==> config.mk <==
export PLATFORM = sky130hd
export DESIGN_NAME = instruction_fetch_queue
export DESIGN_NICKNAME = d
export VERILOG_FILES = /design/src/rtl/instruction_fetch_queue.sv
export SDC_FILE = /design/constraint.sdc
export NUM_CORES = 1
export LEC_CHECK = 0
export BUFFER_PORTS_ARGS = -buffer_cell sky130_fd_sc_hd__buf_2
export CORE_UTILIZATION = 40
export CTS_CLUSTER_DIAMETER = 120
export DETAILED_ROUTE_END_ITERATION = 7
export HOLD_SLACK_MARGIN = 0.03
export SYNTH_ARGS = -nofsm -noshare
export SYNTH_HDL_FRONTEND = slang
export SYNTH_SLANG_ARGS = --single-unit
==> constraint.sdc <==
create_clock -name clk -period 9.78 [get_ports clk]
set_input_delay 0.978 -clock clk [delete_from_list [all_inputs] [get_ports clk]]
set_output_delay 0.978 -clock clk [all_outputs]
set_load 0.05 [all_outputs]
==> src/rtl/instruction_fetch_queue.sv <==
// instruction_fetch_queue: RV64 fetch stage. It holds the fetch PC, keeps at most one 32-bit
//   imem read outstanding, and buffers the returned words with their PCs for decode.
// Latency: with gnt=1 and a 1-cycle memory, a request accepted in cycle N is seen on out_* in N+2.
// Backpressure: fetch stalls (imem_req=0) once queued + in-flight entries reach DEPTH.
//   A pop in the same cycle does not free a slot for that cycle's request.
// Ports: clk/reset (sync, active-high); imem_req/addr/gnt/rvalid/rdata memory side;
//   redirect_valid/redirect_pc flush and refetch; out_valid/ready/pc/instruction to decode.
// Optional: define INSTRUCTION_FETCH_QUEUE_PERF_EN to add the perf_fetched/perf_dropped counters.
module instruction_fetch_queue #(
  parameter int unsigned DEPTH    = 2,
  parameter logic [63:0] RESET_PC = 64'h0
) (
  input  logic        clk,
  input  logic        reset,
  output logic        imem_req,
  output logic [63:0] imem_addr,
  input  logic        imem_gnt,
  input  logic        imem_rvalid,
  input  logic [31:0] imem_rdata,
  input  logic        redirect_valid,
  input  logic [63:0] redirect_pc,
  output logic        out_valid,
  input  logic        out_ready,
  output logic [63:0] out_pc,
  output logic [31:0] out_instruction
`ifdef INSTRUCTION_FETCH_QUEUE_PERF_EN
  ,
  output logic [31:0] perf_fetched,
  output logic [31:0] perf_dropped
`endif
);

  localparam int PW = (DEPTH > 1) ? $clog2(DEPTH) : 1;
  localparam int CW = $clog2(DEPTH + 1);
  localparam logic [CW:0]   DEPTH_C  = (CW + 1)'(DEPTH);
  localparam logic [PW-1:0] LAST_PTR = PW'(DEPTH - 1);

  localparam logic [1:0] S_IDLE = 2'd0;
  localparam logic [1:0] S_WAIT = 2'd1;
  localparam logic [1:0] S_DROP = 2'd2;

  logic [1:0]    state;
  logic [1:0]    state_nxt;
  logic [63:0]   pc;
  logic [63:0]   req_pc;      // PC of the read currently outstanding
  logic [CW-1:0] count;
  logic [PW-1:0] head;
  logic [PW-1:0] tail;
  logic [63:0]   fifo_pc  [DEPTH];
  logic [31:0]   fifo_ins [DEPTH];

  logic        in_wait;
  logic [CW:0] occupancy;
  logic        credit;
  logic        issue;
  logic        push;
  logic        pop;
  logic [1:0]  unused_rpc_lsb;

  assign unused_rpc_lsb = redirect_pc[1:0];

  function automatic logic [PW-1:0] ptr_inc(input logic [PW-1:0] p);
    return (p == LAST_PTR) ? '0 : p + PW'(1);
  endfunction

  // The outstanding read already owns a slot, so it is counted against DEPTH.
  // This keeps a push from ever landing on a full queue.
  assign in_wait   = (state == S_WAIT);
  assign occupancy = {1'b0, count} + {{CW{1'b0}}, in_wait};
  assign credit    = (occupancy < DEPTH_C);

  // In S_WAIT the next read may go out in the same cycle the current one returns.
  // This gives one fetch per cycle with a 1-cycle memory.
  assign imem_req  = !reset && !redirect_valid && credit &&
                     ((state == S_IDLE) || (in_wait && imem_rvalid));
  assign imem_addr = pc;
  assign issue     = imem_req && imem_gnt;

  // A response that arrives in the redirect cycle belongs to the old stream.
  assign push = in_wait && imem_rvalid && !redirect_valid;

  assign out_valid       = !reset && (count != '0);
  assign pop             = out_valid && out_ready && !redirect_valid;
  assign out_pc          = out_valid ? fifo_pc[head]  : 64'h0;
  assign out_instruction = out_valid ? fifo_ins[head] : 32'h0;

  always_comb begin
    state_nxt = state;
    case (state)
      S_IDLE: begin
        if (issue) state_nxt = S_WAIT;
      end
      S_WAIT: begin
        if (redirect_valid)   state_nxt = imem_rvalid ? S_IDLE : S_DROP;
        else if (imem_rvalid) state_nxt = issue ? S_WAIT : S_IDLE;
      end
      S_DROP: begin
        if (imem_rvalid) state_nxt = S_IDLE;
      end
      default: state_nxt = S_IDLE;
    endcase
  end

  always_ff @(posedge clk) begin
    if (reset) begin
      pc     <= RESET_PC;
      req_pc <= 64'h0;
      state  <= S_IDLE;
      count  <= '0;
      head   <= '0;
      tail   <= '0;
    end else begin
      state <= state_nxt;
      if (redirect_valid) begin
        pc    <= {redirect_pc[63:2], 2'b00};
        count <= '0;
        head  <= '0;
        tail  <= '0;
      end else begin
        if (issue) begin
          pc     <= pc + 64'd4;
          req_pc <= pc;
        end
        if (push) tail <= ptr_inc(tail);
        if (pop)  head <= ptr_inc(head);
        case ({push, pop})
          2'b10:   count <= count + CW'(1);
          2'b01:   count <= count - CW'(1);
          default: count <= count;
        endcase
      end
    end
  end

  // The storage has no reset. Only entries below count are ever read out.
  always_ff @(posedge clk) begin
    if (push && !reset) begin
      fifo_pc[tail]  <= req_pc;
      fifo_ins[tail] <= imem_rdata;
    end
  end

`ifdef INSTRUCTION_FETCH_QUEUE_PERF_EN
  logic drop_resp;
  assign drop_resp = (state == S_DROP) && imem_rvalid;

  always_ff @(posedge clk) begin
    if (reset) begin
      perf_fetched <= 32'd0;
      perf_dropped <= 32'd0;
    end else begin
      perf_fetched <= perf_fetched + 32'(push);
      perf_dropped <= perf_dropped + 32'(drop_resp) +
                      (redirect_valid ? 32'(count) : 32'd0);
    end
  end
`endif

  // Memory must only answer a read that was granted.
  a_no_rvalid_in_idle: assert property (@(posedge clk) disable iff (reset)
    !(imem_rvalid && (state == S_IDLE)));

endmodule

==> impl_metrics.prom <==
# TYPE chip_impl_metric gauge
chip_impl_info{name="outcome",value="finished clean"} 1
chip_impl_metric{name="count_of_nets_after_finishing",unit=""} 1559
chip_impl_metric{name="share_of_async_settable_or_async_resettable_flops_after_synthesis",unit="%"} 0
chip_impl_metric{name="n_antenna_cell",unit=""} 0
chip_impl_metric{name="worst-path-stages",unit=""} 5
chip_impl_metric{name="cts-resized-gates",unit=""} 0
chip_impl_info{name="synth_top_cells_by_count",value="sky130_fd_sc_hd__edfxtp_1, sky130_fd_sc_hd__nand2_1, sky130_fd_sc_hd__nor2_1"} 1
chip_impl_metric{name="switching_power",unit="uW"} 674
chip_impl_info{name="critPathCapture",value="out_pc[7]"} 1
chip_impl_metric{name="path_clk_slew",unit="ns"} 0.06
chip_impl_metric{name="final.min_clock_period",unit="ns"} 4.11
chip_impl_metric{name="route.antenna.remaining_nets",unit=""} 0
chip_impl_info{name="r2r_end",value="imem_addr[63]$_SDFFE_PP0P_"} 1
chip_impl_metric{name="ys_seq_elements",unit=""} 319
chip_impl_metric{name="fp-row-count",unit=""} 66
chip_impl_info{name="cell_family_with_most_cp_delay",value="buffers and inverters"} 1
chip_impl_info{name="hold_class",value="flip-flop to flip-flop"} 1
chip_impl_info{name="combinational_family_with_the_most_area_after_synthesis",value="simple AND/OR/NAND/NOR gates"} 1
chip_impl_metric{name="post_synth_fa_ha_maj_area_fraction",unit="%"} 0.188
chip_impl_info{name="tritoncts",value="done"} 1
chip_impl_metric{name="seqPwrFrac",unit="%"} 50.7
chip_impl_metric{name="pwr-share-clk",unit="%"} 43.0
chip_impl_metric{name="setup_violations",unit=""} 0
chip_impl_metric{name="clock_path_buffers",unit=""} 3
chip_impl_metric{name="synth_cell_types",unit=""} 66
chip_impl_metric{name="die_w",unit="um"} 184
chip_impl_metric{name="timing.final.ws_setup",unit="ns"} 5.67
chip_impl_metric{name="syn-instance-count",unit=""} 1227
chip_impl_metric{name="clkSinkCount",unit=""} 319
chip_impl_metric{name="synthToLayoutAreaGrowth",unit="%"} 20.6
chip_impl_info{name="cts.root.buffer_cell",value="sky130_fd_sc_hd__clkbuf_16"} 1
chip_impl_metric{name="switching_share",unit="%"} 23.2
chip_impl_metric{name="timing_max_transition_violations_final",unit=""} 0
chip_impl_metric{name="dr.first_iter.drc_count",unit=""} 635
chip_impl_info{name="timing.critical_path.to_type",value="primary output"} 1
chip_impl_metric{name="ioPinCount",unit=""} 264
chip_impl_info{name="timing.critical_path.from",value="reset"} 1
chip_impl_info{name="critPathLaunchType",value="primary input"} 1
chip_impl_metric{name="cp_slowest_stage_delay",unit="ns"} 0.85
chip_impl_metric{name="synthesis.area_per_instance",unit="sq um"} 10.8
chip_impl_metric{name="port_buffers",unit=""} 257
chip_impl_info{name="synth_area_leaders",value="sky130_fd_sc_hd__edfxtp_1, sky130_fd_sc_hd__dfxtp_1, sky130_fd_sc_hd__mux2i_1"} 1
chip_impl_metric{name="cts_setup_buffers",unit=""} 0
chip_impl_metric{name="routed_wirelength",unit="mm"} 35.8
chip_impl_metric{name="number_of_vias_after_detailed_routing",unit=""} 10100
chip_impl_info{name="synth.most_common_cell",value="sky130_fd_sc_hd__edfxtp_1"} 1
chip_impl_metric{name="global_route.overflow_total",unit=""} 0
chip_impl_metric{name="floorplan.initialDensity",unit="%"} 40.8
chip_impl_metric{name="worstSkewPairLatency",unit="ns"} 0.51
chip_impl_metric{name="ctsHtreeMaxLevel",unit=""} 2
chip_impl_metric{name="avgViaCountPerCell",unit=""} 5.23
chip_impl_metric{name="min_period_over_period",unit="%"} 42.0
chip_impl_info{name="crit-reg2reg-launch",value="imem_addr[28]$_SDFFE_PP0P_"} 1
chip_impl_metric{name="max_clock_freq",unit="GHz"} 0.243
chip_impl_metric{name="grt_max_degree",unit=""} 96
chip_impl_metric{name="synth.mux.area_fraction",unit="%"} 7.88
chip_impl_info{name="timing.critical_path.mode_cell",value="sky130_fd_sc_hd__buf_4"} 1
chip_impl_metric{name="required",unit="ns"} 8.80
chip_impl_metric{name="worstPathMaxFanout",unit=""} 95
chip_impl_metric{name="cts-buffers-inserted",unit=""} 35
chip_impl_metric{name="dr.pass1.iters",unit=""} 5
chip_impl_metric{name="mappedNetlistArea",unit="sq mm"} 0.0133
chip_impl_metric{name="max_cap_violations",unit=""} 0
chip_impl_metric{name="worstRegToRegCells",unit=""} 6
chip_impl_metric{name="number_of_enable_type_register_cells_in_the_synthesized_netlist",unit=""} 188
chip_impl_metric{name="first_global_vias",unit=""} 9312
chip_impl_metric{name="grt_first_pass_wirelength",unit="mm"} 53.7
chip_impl_metric{name="final.setup_skew",unit="ns"} 0.0234
chip_impl_metric{name="core_area",unit="sq mm"} 0.0326
chip_impl_metric{name="post_drt_wl_per_cell",unit="um"} 18.6
chip_impl_metric{name="worst-path-buf-inv",unit=""} 3
chip_impl_metric{name="power-per-cell-area",unit="mW/mm^2"} 181
chip_impl_metric{name="vdd_drop_max",unit="mV"} 0.101
chip_impl_metric{name="synth-compound-area-share",unit="%"} 9.15
chip_impl_metric{name="power.combinational.fraction",unit="%"} 6.3
chip_impl_metric{name="seq_area_frac_synth",unit="%"} 62.1
chip_impl_info{name="crit_path_top_delay_cell",value="sky130_fd_sc_hd__buf_4"} 1
chip_impl_metric{name="drive_above_1_share",unit="%"} 22.8
chip_impl_metric{name="placement.setup.worst_slack",unit="ns"} 5.59
chip_impl_info{name="synth-main-ff-cell",value="sky130_fd_sc_hd__edfxtp_1"} 1
chip_impl_metric{name="synthesized_area_fraction_occupied_by_and_or_nand_nor_cells",unit="%"} 16.9
chip_impl_metric{name="reg2reg_setup_slack",unit="ns"} 6.28
chip_impl_metric{name="detailed_place_hpwl",unit="mm"} 23.0
chip_impl_metric{name="yosys_warnings",unit=""} 0
chip_impl_metric{name="drc_errors",unit=""} 0
chip_impl_metric{name="groute.usage.overall",unit="%"} 20.5
chip_impl_info{name="cell_taking_the_most_area_after_synthesis",value="sky130_fd_sc_hd__edfxtp_1"} 1
chip_impl_metric{name="setup-tns-final",unit="ns"} 0
chip_impl_info{name="crit_type",value="primary input to primary output"} 1
chip_impl_metric{name="slew-limit-headroom",unit="%"} 24.5
chip_impl_metric{name="worst_pin_slew",unit="ns"} 1.13
chip_impl_metric{name="place_congestion",unit=""} 0.829
chip_impl_metric{name="p_int",unit="mW"} 2.23
chip_impl_metric{name="synth_top_area_share",unit="%"} 42.4
chip_impl_metric{name="dieArea",unit="sq mm"} 0.0340
chip_impl_metric{name="die_height",unit="um"} 184
chip_impl_metric{name="leakage",unit="nW"} 5.84
chip_impl_metric{name="post_cts_hold_buffer_count",unit=""} 0
chip_impl_metric{name="synthXorXnorAreaFrac",unit="%"} 0.921
chip_impl_info{name="timing.critical_path.cells",value="buf_4 > o21bai_4 > buf_4 > nor2_1 > buf_2"} 1
chip_impl_metric{name="finalHoldViolCount",unit=""} 0
chip_impl_metric{name="arrival",unit="ns"} 3.13
chip_impl_metric{name="antenna_found_initial",unit=""} 1
chip_impl_info{name="grt_setup_unrepaired",value="false"} 1
[per-stage QoR]
step	hold WS [ns]	std cells	area [sq um]	power (mW)	utilization [%]
detailed placement	0.437	1860	15000	1.68	45.9
finish	0.447	1923	16100	2.90	49.2
CTS	0.443	1923	16100	2.93	49.2
global route	0.457	1923	16100	3.01	49.2
floorplan	0.425	1230	13300	1.61	-
global placement	0.429	1860	15000	1.68	45.9
[layer usage]
metal,track usage (%),vias to the layer above,routed length [um]
met5,0,-,13
met4,6.73,2,872
met3,4.05,61,2470
met2,31.7,341,16000
met1,28.9,4773,16400
li1,-,4888,-
[sequential cells by signal, summed over array words and instances, names as in the netlist, named ones only]
name,count
fifo_pc,124
imem_addr,62
fifo_ins,64
tail,1
count,2
head,1
req_pc,62
state,2
[placed cells by master, fill, tap and decap left out, drive strengths merged, types with 25 or more instances in the layout]
| cell type | count |
|---|---|
| edfxtp | 188 |
| nor2 | 145 |
| o21ai | 33 |
| clkbuf | 55 |
| nor3 | 25 |
| a21oi | 110 |
| mux2i | 101 |
| buf | 270 |
| dfxtp | 131 |
| nand2 | 187 |
[worst register-to-register path, delay by kind of cell, from the launching register on]
family,cells,cell delay (ns)
AND/OR/NAND/NOR,4,2.62
XOR/XNOR,1,0.18
flip-flops,1,0.47
AO/OA/AOI/OAI,1,0.09
[worst min path at each step]
stage | from | endpoint | slack (ns) | depth (start not counted)
4_1_cts | req_pc[58]$_SDFFE_PP0P_ | fifo_pc[0][58]$_DFFE_PP_ | 0.44 | 0
6_report | req_pc[10]$_SDFFE_PP0P_ | fifo_pc[1][10]$_DFFE_PP_ | 0.45 | 0
5_1_grt | req_pc[19]$_SDFFE_PP0P_ | fifo_pc[0][19]$_DFFE_PP_ | 0.46 | 0
2_1_floorplan | req_pc[10]$_SDFFE_PP0P_ | fifo_pc[0][10]$_DFFE_PP_ | 0.43 | 0
3_3_place_gp | req_pc[16]$_SDFFE_PP0P_ | fifo_pc[1][16]$_DFFE_PP_ | 0.43 | 0
3_5_place_dp | req_pc[19]$_SDFFE_PP0P_ | fifo_pc[1][19]$_DFFE_PP_ | 0.44 | 0
[area by class of cell]
cell class,count,area (sq um)
sequential,319,8270
tap,442,553
clock buffer,55,1050
fill,3112,16600
multi-input combinational,818,4710
clock inverter,8,36.3
inverter,11,41.3
timing repair buffer,270,1390
[cell families after synthesis]
family | after synthesis
xor gates and xnor gates | 14
and+or+nand+nor | 485
muxes | 104
adders and majority gates | 2
DFF | 319
other | 1
buffers and inverters | 93
AOI/OAI and AO/OA | 209
[power by group through the flow]
| stage | clock, mW | combinational (mW) | sequential [mW] |
|---|---|---|---|
| after global placement | 0 | 0.181 | 1.50 |
| final | 1.25 | 0.183 | 1.47 |
| after global routing | 1.34 | 0.196 | 1.47 |
| after CTS | 1.28 | 0.184 | 1.47 |
| after detailed placement | 0 | 0.184 | 1.50 |
| after floorplan | 0 | 0.0742 | 1.54 |
Power figures use the tool's default switching activity.
